<file path="src/rtl/regfile_write_arbiter.sv">
// Shared write-port controller for the 32x32 register file, with a pending-write scoreboard.
// Optional RFARB_RR_EN selects round-robin arbitration; undefined gives fixed priority (lowest index).
`timescale 1ns/1ps
module regfile_write_arbiter #(
  parameter int NREQ = 3
) (
  input  logic               clk,
  input  logic               resetn,
  input  logic [NREQ-1:0]    req_valid,
  input  logic [5*NREQ-1:0]  req_rd,
  input  logic [32*NREQ-1:0] req_data,
  output logic [NREQ-1:0]    req_ready,
  output logic [4:0]         rf_a3,
  output logic [31:0]        rf_wd3,
  output logic               rf_we,
  input  logic               rsv_valid,
  input  logic [4:0]         rsv_rd,
  input  logic [4:0]         q_rs1,
  input  logic [4:0]         q_rs2,
  output logic               q_busy1,
  output logic               q_busy2
);
  localparam int PW = (NREQ > 1) ? $clog2(NREQ) : 1;

  typedef enum logic {ST_ARB = 1'b0, ST_WR = 1'b1} state_t;

  state_t         r_state;
  state_t         w_state_next;
  logic [4:0]     r_a3;
  logic [31:0]    r_wd3;
  logic [31:0]    r_busy;
  logic [31:0]    w_busy_next;
  logic           w_found;
  logic [PW-1:0]  w_grant_idx;
  logic [4:0]     w_sel_rd;
  logic [31:0]    w_sel_data;

`ifdef RFARB_RR_EN
  // r_ptr holds the last granted index; the search starts just after it.
  logic [PW-1:0] r_ptr;

  always_comb begin
    w_found     = 1'b0;
    w_grant_idx = '0;
    for (int k = 1; k <= NREQ; k++) begin
      if (!w_found && req_valid[(int'(r_ptr) + k) % NREQ]) begin
        w_found     = 1'b1;
        w_grant_idx = PW'((int'(r_ptr) + k) % NREQ);
      end
    end
  end

  always_ff @(posedge clk or posedge resetn) begin
    if (resetn) begin
      r_ptr <= PW'(NREQ - 1);
    end else if (r_state == ST_ARB && w_found) begin
      r_ptr <= w_grant_idx;
    end
  end
`else
  always_comb begin
    w_found     = |req_valid;
    w_grant_idx = '0;
    for (int k = NREQ - 1; k >= 0; k--) begin
      if (req_valid[k]) begin
        w_grant_idx = PW'(k);
      end
    end
  end
`endif

  assign w_sel_rd   = req_rd[int'(w_grant_idx) * 5 +: 5];
  assign w_sel_data = req_data[int'(w_grant_idx) * 32 +: 32];

  always_ff @(posedge clk or posedge resetn) begin
    if (resetn) begin
      r_state <= ST_ARB;
      r_a3    <= '0;
      r_wd3   <= '0;
    end else begin
      r_state <= w_state_next;
      if (r_state == ST_ARB && w_found) begin
        r_a3  <= w_sel_rd;
        r_wd3 <= w_sel_data;
      end
    end
  end

  // WR always returns to ARB, so WE3 can never be high on consecutive cycles.
  always_comb begin
    w_state_next = r_state;
    req_ready    = '0;
    rf_we        = 1'b0;
    case (r_state)
      ST_ARB: begin
        if (w_found && !resetn) begin
          req_ready    = NREQ'(1) << w_grant_idx;
          w_state_next = ST_WR;
        end
      end
      ST_WR: begin
        rf_we        = (r_a3 != 5'd0);
        w_state_next = ST_ARB;
      end
      default: w_state_next = ST_ARB;
    endcase
  end

  assign rf_a3  = r_a3;
  assign rf_wd3 = r_wd3;

  // Set is applied after clear so a newer producer reserving the same register wins.
  always_comb begin
    w_busy_next = r_busy;
    if (r_state == ST_WR) begin
      w_busy_next[r_a3] = 1'b0;
    end
    if (rsv_valid) begin
      w_busy_next[rsv_rd] = 1'b1;
    end
    w_busy_next[0] = 1'b0;
  end

  always_ff @(posedge clk or posedge resetn) begin
    if (resetn) begin
      r_busy <= '0;
    end else begin
      r_busy <= w_busy_next;
    end
  end

  assign q_busy1 = r_busy[q_rs1];
  assign q_busy2 = r_busy[q_rs2];
endmodule

</file>
<file path="config.mk">
export PLATFORM = sky130hd
export DESIGN_NAME = regfile_write_arbiter
export DESIGN_NICKNAME = d
export VERILOG_FILES = /design/src/rtl/regfile_write_arbiter.sv
export SDC_FILE = /design/constraint.sdc
export NUM_CORES = 1
export LEC_CHECK = 0
export ABC_AREA = 1
export CAP_MARGIN = 5
export CORE_MARGIN = 2
export CORE_UTILIZATION = 40
export DETAILED_ROUTE_END_ITERATION = 10
export PLACE_DENSITY = 0.81
export SLEW_MARGIN = 20
export SYNTH_ARGS = -nofsm -noshare
export SYNTH_HDL_FRONTEND = slang
export SYNTH_SLANG_ARGS = --single-unit
</file>
<file path="constraint.sdc">
create_clock -name clk -period 3.9 [get_ports clk]
set_clock_uncertainty 0.05 [all_clocks]
set_input_delay 0.975 -clock clk [delete_from_list [all_inputs] [get_ports clk]]
set_output_delay 0.975 -clock clk [all_outputs]
set_load 0.05 [all_outputs]
</file>
==> impl_metrics.json <==
{
  "ctsResizeCount": 0,
  "post-place-ws_ps": 335,
  "startpoint_type": "input pin",
  "rows": 37,
  "synth_largest_area_cell": "dfrtp_1",
  "antenna_found_initial": 0,
  "power_leakage_nw": 2.76,
  "cp_num_buf_inv": 3,
  "synth.area.mux_share_pct": 0,
  "n_antenna_cell": 0,
  "synthesis.area_sq_um": 4120,
  "insertion_delay_ps": 340,
  "design_area_sq_um": 6220,
  "hold_buffers": 0,
  "grt_max_degree": 72,
  "synth_top_cells_by_count": "nand2_1 (123), nand3_1 (77), dfrtp_1 (69)",
  "final_core_util_pct": 61.1,
  "path_delay_family": "buffers and inverters",
  "initial_core_util_pct": 40.5,
  "syn_area_per_cell_sq_um": 7.14,
  "layout-drive-gt1-share_pct": 4.69,
  "yosysMostFrequentCell": "nand2_1",
  "drt_iter0_drc": 270,
  "postCtsSetupBuffers": 0,
  "synthFlopType": "dfrtp_1",
  "async_flop_share_pct": 100,
  "cts_tree": "done",
  "htree_levels": 3,
  "p_int_mw": 1.76,
  "detail-route-antenna-nets": 0,
  "finalWorstSetupSlack_ps": 305,
  "max_slew.worst_pin.slew_ps": 658,
  "finalWeightedCongestion": 0.906,
  "routedWlPerCell_um": 16.6,
  "die_y_um": 106,
  "dieArea_sq_um": 11100,
  "status": "finished clean",
  "firstDrtPassIters": 5,
  "yosys_warnings": 0,
  "root_buffer": "clkbuf_8",
  "critPathMaxStageDelay_ps": 690,
  "critPathMostFrequentCell": "nand2_1",
  "clkSinkCount": 69,
  "power_density_nw_per_um2": 464,
  "core_sq_um": 10200,
  "wl_um": 14600,
  "fmax_mhz": 278,
  "synth_top_family_by_area": "simple AND/OR/NAND/NOR gates",
  "power_frac_seq_pct": 38.6,
  "dpl_cell_area_sq_um": 5980,
  "critPathSlowestCell": "clkdlybuf4s50_1",
  "synth_top_area_share_pct": 41.9,
  "fin_nets": 873,
  "setup_viol": 0,
  "synth_fa_ha_area_share_pct": 0,
  "synth_edf_count": 0,
  "hold_path.class": "reg2reg",
  "grt_pass1_wl_um": 22800,
  "cap_violations": 0,
  "cts_buffers": 9,
  "synth_cells": 577,
  "crit_arrival_ps": 2570,
  "synth_fp_nets": 709,
  "seq_area_sq_um": 1730,
  "slew_headroom_pct": 56.2,
  "p_clk_share_pct": 24.4,
  "yosys.area_share.simple_pct": 24.7,
  "required_ps": 2870,
  "sw_frac_of_total_pct": 38.9,
  "hold_violations": 0,
  "groute.usage.overall_pct": 26.1,
  "timing.final.max_slew_violations": 0,
  "fill_cells": 940,
  "synth_compound_area_share_pct": 23.4,
  "overflow": 0,
  "path_clk_slew_ps": 80,
  "avgViaCountPerCell": 5.36,
  "p_comb_share_pct": 37.0,
  "dp_hpwl_um": 11300,
  "ir_drop_mv": 0.213,
  "setup_tns_ps": 0,
  "drcViolationCount": 0,
  "area_growth_pct": 50.9,
  "switchingPower_mw": 1.12,
  "synth-xor-area-share_pct": 0,
  "port_buffers": 174,
  "die_x_um": 106,
  "multiInputGateArea_sq_um": 1980,
  "synth-seq-cells": 69,
  "min_period_ps": 3590,
  "fin_crit_sh_pct": 92.2,
  "io_pins": 175,
  "worstSetupPathType": "in2out",
  "dr_total_vias": 4726,
  "clockBufferDepth": 2,
  "worst-path-max-fanout": 9,
  "whs_ps": 451,
  "synthTopCellsByArea": "dfrtp_1 (42%), nand2_1 (11%), nand3_1 (9.4%), a21oi_1 (8.3%), o21ai_0 (7.8%)",
  "endpoint_kind": "primary output",
  "grt_setup_unrepaired": "false",
  "ys_types": 21,
  "cp_cell_sequence": "clkdlybuf4s50_1 > inv_1 > nand3_1 > nand3_1 > nand2_1 > nand2_1 > nand2_1 > nand2_1 > nand2_1 > buf_12",
  "synth.yosys.seq_area_share_pct": 41.9,
  "grt_pass1_vias": 4704
}
==> registers in the layout (all words and copies together), names as in the netlist <==
signal and count:
rf_wd3 32, r_busy 31, rf_a3 5, r_state 1
==> final cells by class <==
class,count,area share (%)
inverter,67,4.04
tap,136,2.74
timing repair buffer,182,29.8
sequential,69,27.8
clock buffer,10,2.05
clock inverter,6,1.79
multi-input combinational,412,31.9
==> routing by layer <==
layer	share of wire [%]	routed length [um]	global-route usage [%]
met5	0	0	0
met3	7.2	1060	6.49
met1	38	5570	29.0
met2	52	7540	47.4
met4	3.0	444	10.8
==> cell families (layout without fill, tap and decap cells) <==
family | after synthesis | after routing
flops | 69 | 69
buf+inv | 96 | 265
compound gates | 173 | 173
simple gates | 239 | 239
==> power by group through the flow <==
stage | clock network, mW | logic [mW] | registers, mW
after floorplan | 0 | 0.440 | 1.25
after global placement | 0 | 1.04 | 1.11
after global routing | 0.736 | 1.16 | 1.14
after detailed placement | 0 | 1.07 | 1.12
final | 0.704 | 1.07 | 1.11
after CTS | 0.713 | 1.07 | 1.11
==> layout by cell type, fill, tap and decap left out, drive strengths merged <==
master / Yosys / routed
nor2: 33 / 33
o22ai: 1 / 1
clkbuf: 2 / 10
inv: 67 / 67
a21oi: 68 / 68
o211ai: 34 / 34
o31ai: 1 / 1
clkinvlp: 0 / 1
dfrtp: 69 / 69
a22oi: 4 / 4
buf: 27 / 13
nor3: 4 / 4
clkdlybuf4s50: 0 / 169
o21ai: 65 / 65
nand3: 77 / 77
clkinv: 0 / 2
bufinv: 0 / 3
nand2: 125 / 125
==> metrics by stage <==
step,power [mW],cells
after detailed placement,2.19,866
after floorplan,1.69,577
final,2.89,882
after CTS,2.89,882
after global placement,2.16,866
after global routing,3.03,882
==> worst reg2reg max path, cell delays in order (launching register included) <==
cell     delay (ps)
dfrtp_1         460
inv_1            80
nand2_2         210
buf_4           400
inv_2           340
o21ai_1         200
o22ai_1          80
==> path summary, 6_finish.rpt <==
kind	from	to	slack, ps	cells after the start
min	rf_wd3[22]$_DFFE_PP0P_	rf_wd3[22]$_DFFE_PP0P_	450	2
max reg2reg	r_state$_DFF_PP0_	rf_a3[4]$_DFFE_PP0P_	1950	6
min in group asynchronous	resetn	r_state$_DFF_PP0_	1110	2
max in group asynchronous	resetn	rf_wd3[25]$_DFFE_PP0P_	2050	3
max	q_rs2[1]	q_busy2	310	10
min reg2reg	rf_wd3[22]$_DFFE_PP0P_	rf_wd3[22]$_DFFE_PP0P_	450	2
(Power assumes the default switching activity.)
